**src/rtl/global_pkg.sv**
```systemverilog
// Shared widths, opcode and state encodings for the sequential ALU.
package global_pkg;

  localparam int N     = 32;
  localparam int M     = 5;
  localparam int CNT_W = $clog2(N) + 1;

  typedef enum logic [3:0] {
    OP_ADD   = 4'b0100,
    OP_SUB   = 4'b0101,
    OP_MULTU = 4'b0110,
    OP_DIVU  = 4'b0111,
    OP_OR    = 4'b1000,
    OP_AND   = 4'b1010,
    OP_XOR   = 4'b1011,
    OP_SLL   = 4'b1100,
    OP_SRL   = 4'b1101,
    OP_SRA   = 4'b1110
  } alu_op_t;

  typedef enum logic [1:0] {
    IDLE = 2'd0,
    MUL  = 2'd1,
    DIV  = 2'd2
  } alu_state_t;

endpackage

```
**src/rtl/alu_seq_iter_core.sv**
```systemverilog
// Shared iterative datapath: shift-add unsigned multiply and restoring divide
// over one 2N-bit accumulator, one step per clock while step is high.
module alu_iter_core
  import global_pkg::*;
#(
  parameter int N = global_pkg::N
) (
  input  logic         clk,
  input  logic         rst,
  input  logic         start,
  input  logic         is_div,
  input  logic         step,
  input  logic [N-1:0] a,
  input  logic [N-1:0] b,
  output logic         last,
  output logic [N-1:0] res_hi,
  output logic [N-1:0] res_lo,
  output logic         b_zero
);

  localparam int CW = $clog2(N) + 1;

  logic [2*N-1:0] acc;
  logic [2*N-1:0] acc_nxt;
  logic [2*N-1:0] mul_nxt;
  logic [2*N-1:0] div_nxt;
  logic [N-1:0]   b_q;
  logic [CW-1:0]  cnt;
  logic           div_mode;
  logic [N:0]     mul_sum;
  logic [N:0]     rem_sh;
  logic [N:0]     rem_sub;

  // Multiply: acc = {partial product, remaining multiplier}, shifting right.
  // Divide:   acc = {remainder, remaining dividend / quotient}, shifting left.
  always_comb begin
    mul_sum = {1'b0, acc[2*N-1:N]} + (acc[0] ? {1'b0, b_q} : '0);
    mul_nxt = {mul_sum, acc[N-1:1]};
    rem_sh  = acc[2*N-1:N-1];
    rem_sub = rem_sh - {1'b0, b_q};
    if (rem_sh >= {1'b0, b_q}) begin
      div_nxt = {rem_sub[N-1:0], acc[N-2:0], 1'b1};
    end else begin
      div_nxt = {rem_sh[N-1:0], acc[N-2:0], 1'b0};
    end
    acc_nxt = div_mode ? div_nxt : mul_nxt;
  end

  always_ff @(posedge clk or posedge rst) begin
    if (rst) begin
      acc      <= '0;
      b_q      <= '0;
      cnt      <= '0;
      div_mode <= 1'b0;
    end else if (start) begin
      acc      <= {{N{1'b0}}, a};
      b_q      <= b;
      cnt      <= '0;
      div_mode <= is_div;
    end else if (step) begin
      acc <= acc_nxt;
      cnt <= cnt + 1'b1;
    end
  end

  // A zero divisor needs no special path: every step subtracts nothing,
  // giving an all-ones quotient and the dividend as remainder.
  assign last   = step && (cnt == CW'(N - 1));
  assign res_hi = acc_nxt[2*N-1:N];
  assign res_lo = acc_nxt[N-1:0];
  assign b_zero = (b_q == '0);

endmodule

```
**src/rtl/alu_seq.sv**
```systemverilog
// Sequential N-bit ALU: registered single-cycle logic/shift/add ops plus
// iterative MULTU/DIVU behind a valid/ready request handshake.
module alu_seq
  import global_pkg::*;
#(
  parameter int N = global_pkg::N,
  parameter int M = global_pkg::M
) (
  input  logic         CLK,
  input  logic         RST,
  input  logic         IN_VALID,
  output logic         IN_READY,
  input  logic [N-1:0] A,
  input  logic [N-1:0] B,
  input  logic [3:0]   OP,
  output logic         OUT_VALID,
  output logic [N-1:0] Y,
  output logic [N-1:0] HI,
  output logic         ZERO,
  output logic         OVF,
  output logic         DIV0,
  output alu_state_t   DBG_STATE
);

  // Handshake: a request transfers on a rising CLK edge with IN_VALID and
  // IN_READY both high; IN_VALID while IN_READY is low is simply not taken.
  alu_state_t   state;
  alu_state_t   state_nxt;
  logic         accept;
  logic         is_iter;
  logic         step;
  logic         last;
  logic         b_zero;
  logic [N-1:0] res_hi;
  logic [N-1:0] res_lo;
  logic [N-1:0] sc_y;
  logic         sc_ovf;
  logic [N-1:0] b_eff;
  logic [N-1:0] sum;
  logic [M-1:0] shamt;

  assign IN_READY  = (state == IDLE);
  assign accept    = IN_VALID && IN_READY;
  assign is_iter   = (OP == OP_MULTU) || (OP == OP_DIVU);
  assign step      = (state != IDLE);
  assign shamt     = B[M-1:0];
  assign ZERO      = (Y == '0);
  assign DBG_STATE = state;

  always_comb begin
    sc_y   = '0;
    sc_ovf = 1'b0;
    b_eff  = (OP == OP_SUB) ? (~B + 1'b1) : B;
    sum    = A + b_eff;
    case (OP)
      OP_OR:  sc_y = A | B;
      OP_AND: sc_y = A & B;
      OP_XOR: sc_y = A ^ B;
      OP_SLL: sc_y = A << shamt;
      OP_SRL: sc_y = A >> shamt;
      OP_SRA: sc_y = $signed(A) >>> shamt;
      OP_ADD, OP_SUB: begin
        sc_y   = sum;
        sc_ovf = (A[N-1] == b_eff[N-1]) && (sum[N-1] != A[N-1]);
      end
      default: sc_y = '0;
    endcase
  end

  always_ff @(posedge CLK or posedge RST) begin
    if (RST) begin
      state <= IDLE;
    end else begin
      state <= state_nxt;
    end
  end

  always_comb begin
    state_nxt = state;
    case (state)
      IDLE: begin
        if (accept && (OP == OP_MULTU)) begin
          state_nxt = MUL;
        end else if (accept && (OP == OP_DIVU)) begin
          state_nxt = DIV;
        end
      end
      MUL, DIV: begin
        if (last) begin
          state_nxt = IDLE;
        end
      end
      default: state_nxt = IDLE;
    endcase
  end

  alu_iter_core #(.N(N)) u_core (
    .clk    (CLK),
    .rst    (RST),
    .start  (accept && is_iter),
    .is_div (OP == OP_DIVU),
    .step   (step),
    .a      (A),
    .b      (B),
    .last   (last),
    .res_hi (res_hi),
    .res_lo (res_lo),
    .b_zero (b_zero)
  );

  // Result registers hold between results; OUT_VALID marks the update cycle.
  always_ff @(posedge CLK or posedge RST) begin
    if (RST) begin
      Y         <= '0;
      HI        <= '0;
      OVF       <= 1'b0;
      DIV0      <= 1'b0;
      OUT_VALID <= 1'b0;
    end else begin
      OUT_VALID <= 1'b0;
      if (accept && !is_iter) begin
        Y         <= sc_y;
        HI        <= '0;
        OVF       <= sc_ovf;
        DIV0      <= 1'b0;
        OUT_VALID <= 1'b1;
      end else if (last) begin
        Y         <= res_lo;
        HI        <= res_hi;
        OVF       <= 1'b0;
        DIV0      <= (state == DIV) && b_zero;
        OUT_VALID <= 1'b1;
      end
    end
  end

endmodule

```
**config.mk**
```make
export PLATFORM = sky130hd
export DESIGN_NAME = alu_seq
export DESIGN_NICKNAME = d
export VERILOG_FILES = /design/src/rtl/global_pkg.sv /design/src/rtl/alu_seq_iter_core.sv /design/src/rtl/alu_seq.sv
export SDC_FILE = /design/constraint.sdc
export NUM_CORES = 1
export LEC_CHECK = 0
export ABC_AREA = 1
export CAP_MARGIN = 20
export CORE_MARGIN = 1.5
export CORE_UTILIZATION = 55
export DETAILED_ROUTE_END_ITERATION = 8
export GPL_TIMING_DRIVEN = 0
export HOLD_SLACK_MARGIN = 0.02
export PLACE_DENSITY_LB_ADDON = 0.2
export SLEW_MARGIN = 20
export SYNTH_ARGS = -nofsm -noshare
export SYNTH_HDL_FRONTEND = slang
export SYNTH_SLANG_ARGS = --single-unit
```
**constraint.sdc**
```tcl
create_clock -name CLK -period 6.5 [get_ports CLK]
set_input_delay 0.65 -clock CLK [delete_from_list [all_inputs] [get_ports CLK]]
set_output_delay 0.65 -clock CLK [all_outputs]
set_load 0.1 [all_outputs]
```
==> metrics.md <==
| Metric | Value |
|---|---|
| Status | finished, final reports clean |
| Crit. End Element | register |
| Pins Over Slew Limit | 0 |
| Vias/cell | 6.153 |
| Register area share after synthesis | 19.97% |
| Max transition margin | 30.44% |
| Power Density | 474.2 nW/um2 |
| Final period util | 82.95% |
| Drt pass-1 iters | 6 |
| Synthesized flop and latch total | 172 |
| Largest net degree at the start of global routing | 107 |
| CP startpoint kind | primary input |
| Final ANT Viol Nets | 0 |
| Endpoints failing setup | 0 |
| Switch share | 61.26% |
| DP HPWL | 82370 um |
| Root buffer cell | clkbuf_16 |
| Syn. warnings | 0 |
| Crit-path max FO | 11 |
| Worst path required time | 6840 ps |
| Post-synthesis cell count | 3720 |
| Critical R2R Launch | u_core.b_q[31]$_DFFE_PP0P_ |
| Share of layout cells above drive strength 1 | 4.109% |
| Max Root-Sink Buffers | 2 |
| Hold wc startpoint | HI[27]$_DFFE_PP0P_ |
| Starting Density | 55.77% |
| DR WL/cell | 23.35 um |
| Dpl cells | 4380 |
| Max-cap violations | 0 |
| Final hold violation count | 0 |
| Internal power | 4.454 mW |
| Die W | 201.0 um |
| Die area | 40380 um2 |
| FF-to-FF End | HI[30]$_DFFE_PP0P_ |
| Leakage | 12.99 nW |
| Post-route minimum period | 5392 ps |
| Core Region | 38650 um2 |
| RSZ-0062 raised after global routing | false |
| Hold EP | HI[27]$_DFFE_PP0P_ |
| First DRT Iteration DRCs | 3738 |
| H-Tree Level Count | 4 |
| CTS Hold Bufs | 0 |
| DRC Markers | 0 |
| Die height | 201.0 um |
| Crit path DAT | 5730 ps |
| TritonCTS Buffers | 17 |
| Post-Syn Nets | 3963 |
| Initial antenna violation count | 3 |
| Total wire length | 103000 um |
| EDFF count, synth | 0 |
| Most frequent cells in the layout | 1282 x nand2_1, 605 x nand3_1, 435 x inv_1 |
| Post-cts repair resize count | 0 |
| Row count | 72 |
| Vias in the first global route | 25950 |
| Kind of critical path | primary input to register |
| Peak Freq | 185.5 MHz |
| Nets | 4124 |
| Synthesized area | 21550 um2 |
| Ys async rst share | 100.0% |
| Clock Skew | 12.37 ps |
| Post-CTS setup repair buffer count | 0 |
| R2R setup slack | 2960 ps |
| I/O pins | 142 |
| CTS sink count | 172 |
| Hold WC Path Type | register to register |
| Global-route wire length before repair | 153900 um |
| Max VDD drop | 0.8812 mV |
| Global route total overflow | 0 |
| Syn_area_per_cell | 5.794 um2 |
| Most common cell after layout, fill and taps aside | nand2_1 |
| Routability cong. | 1.074 |
| Port-buffer cells | 141 |
| Post-synth cell types | 55 |
| Power, Total | 11.50 mW |
| P_sw | 7.044 mW |
| Worst skew pair latency | 460 ps |
| Flop pwr share | 18.2% |
| CTS tree | yes |
| Ys flop type | dfrtp_1 |
| Routed via count | 27150 |
| Comb power frac | 72.4% |
| Worst reg2reg path depth | 12 |
| Final std cells w/o fill | 4413 |
| Area grow syn2layout | 12.52% |
| Clk pwr share | 9.4% |
| CTS clk-pin slew, worst paths | 70 ps |
| Hold depth | 2 |
| Gr usage total | 50.86% |
| Worst slew pin tran | 1040 ps |
worst max-delay path, stage by stage:
cell	delay, ps
clkdlybuf4s50_1	570
inv_2	270
buf_2	310
buf_2	390
ha_1	250
nand3_1	130
nor3_2	210
nand3_2	140
nor3_4	240
nand2_2	90
o21ai_0	220
xor2_1	110
ha_1	380
nand2_1	120
nor2_1	290
inv_1	80
nor2_1	270
nand4_1	250
nand3_1	160
nand2_1	60
nand3_1	110
nand3_1	200
nand2_1	120
a21oi_1	70
power groups by stage:
stage,logic (mW),clock network [mW],registers (mW)
global route,9.02,1.12,2.10
floorplan,4.82,0,2.67
global placement,7.78,0,2.04
CTS,7.96,1.07,2.04
detailed placement,7.89,0,2.05
finish,8.32,1.08,2.10
sequential cells by signal, summed over array words and instances, names as in the netlist:
| signal | cells |
|---|---|
| u_core.acc | 64 |
| HI | 32 |
| Y | 32 |
| u_core.b_q | 32 |
| u_core.cnt | 6 |
| DBG_STATE | 2 |
| DIV0 | 1 |
| OUT_VALID | 1 |
| OVF | 1 |
| u_core.div_mode | 1 |
metrics by stage:
step / utilization (%) / setup TNS, ps / setup slack, ps / area, um2 / hold WS [ps]
finish: 62.75 / 0 / 1108 / 24250 / 480.1
global route: 62.74 / 0 / 968.9 / 24250 / 507.6
CTS: 62.74 / 0 / 1456 / 24250 / 482.6
detailed placement: 61.19 / 0 / 1031 / 23650 / 464.5
global placement: 61.09 / -170690 / -1024 / 23610 / 461.8
floorplan: - / 0 / 1190 / 21550 / 459.0
worst max path at each step:
stage / startpoint / to / slack (ps) / cells past startpoint
final: B[1] / Y[17]$_DFFE_PP0P_ / 1110 / 24
after global routing: B[1] / Y[27]$_DFFE_PP0P_ / 970 / 27
after CTS: B[1] / Y[17]$_DFFE_PP0P_ / 1460 / 23
after detailed placement: B[1] / Y[17]$_DFFE_PP0P_ / 1030 / 24
after global placement: RST / u_core.acc[1]$_DFFE_PP0P_ / -1020 / 2
after floorplan: RST / DBG_STATE[0]$_DFFE_PP0P_ / 1190 / 1
area by class of cell:
type	count	area [um2]
antenna	1	2.502
buffer	145	696.9
clock buffer	17	425.4
clock inverter	15	176.4
fill	3694	14400
inverter	450	1699
multi-input combinational	2953	14860
sequential	172	4304
tap	518	648.1
timing repair buffer	142	1439
layer usage:
| metal | GRT usage (%) | vias up | routed length (um) |
|---|---|---|---|
| met4 | 51.21 | 4 | 12790 |
| met1 | 57.08 | 12130 | 35790 |
| li1 | - | 12440 | - |
| met2 | 75.53 | 1965 | 42160 |
| met5 | 0 | - | 30 |
| met3 | 15.28 | 616 | 12260 |
cells by family (layout without fill, tap and decap cells):
| family | after synthesis | after routing | share of synthesized area (%) |
|---|---|---|---|
| other | 0 | 1 | 0 |
| and+or+nand+nor | 2317 | 2317 | 45.74 |
| adders and majority gates | 172 | 172 | 10.09 |
| AOI/OAI and AO/OA | 413 | 413 | 11.04 |
| DFF | 172 | 172 | 19.97 |
| xor gates and xnor gates | 51 | 51 | 2.073 |
| buffers and inverters | 595 | 769 | 11.08 |
Yosys cell counts, drive strengths merged (6+ instances only):
cell type | number | share of area (%)
nand4 | 39 | 1.1
a21oi | 167 | 3.9
or2 | 11 | 0.32
inv | 450 | 7.8
clkbuf | 60 | 1.0
o21bai | 16 | 0.56
a21o | 7 | 0.24
ha | 169 | 9.8
buf | 85 | 2.2
o211ai | 11 | 0.38
nand3 | 607 | 14
nor3 | 34 | 0.99
xnor2 | 6 | 0.24
o21ai | 147 | 3.4
nor2 | 300 | 5.5
nor4 | 18 | 0.52
o2111ai | 8 | 0.33
o221ai | 31 | 1.3
xor2 | 45 | 1.8
dfrtp | 172 | 20
nand2 | 1293 | 23
nand3b | 6 | 0.21
Note: power is estimated with default switching activity, not from simulation.
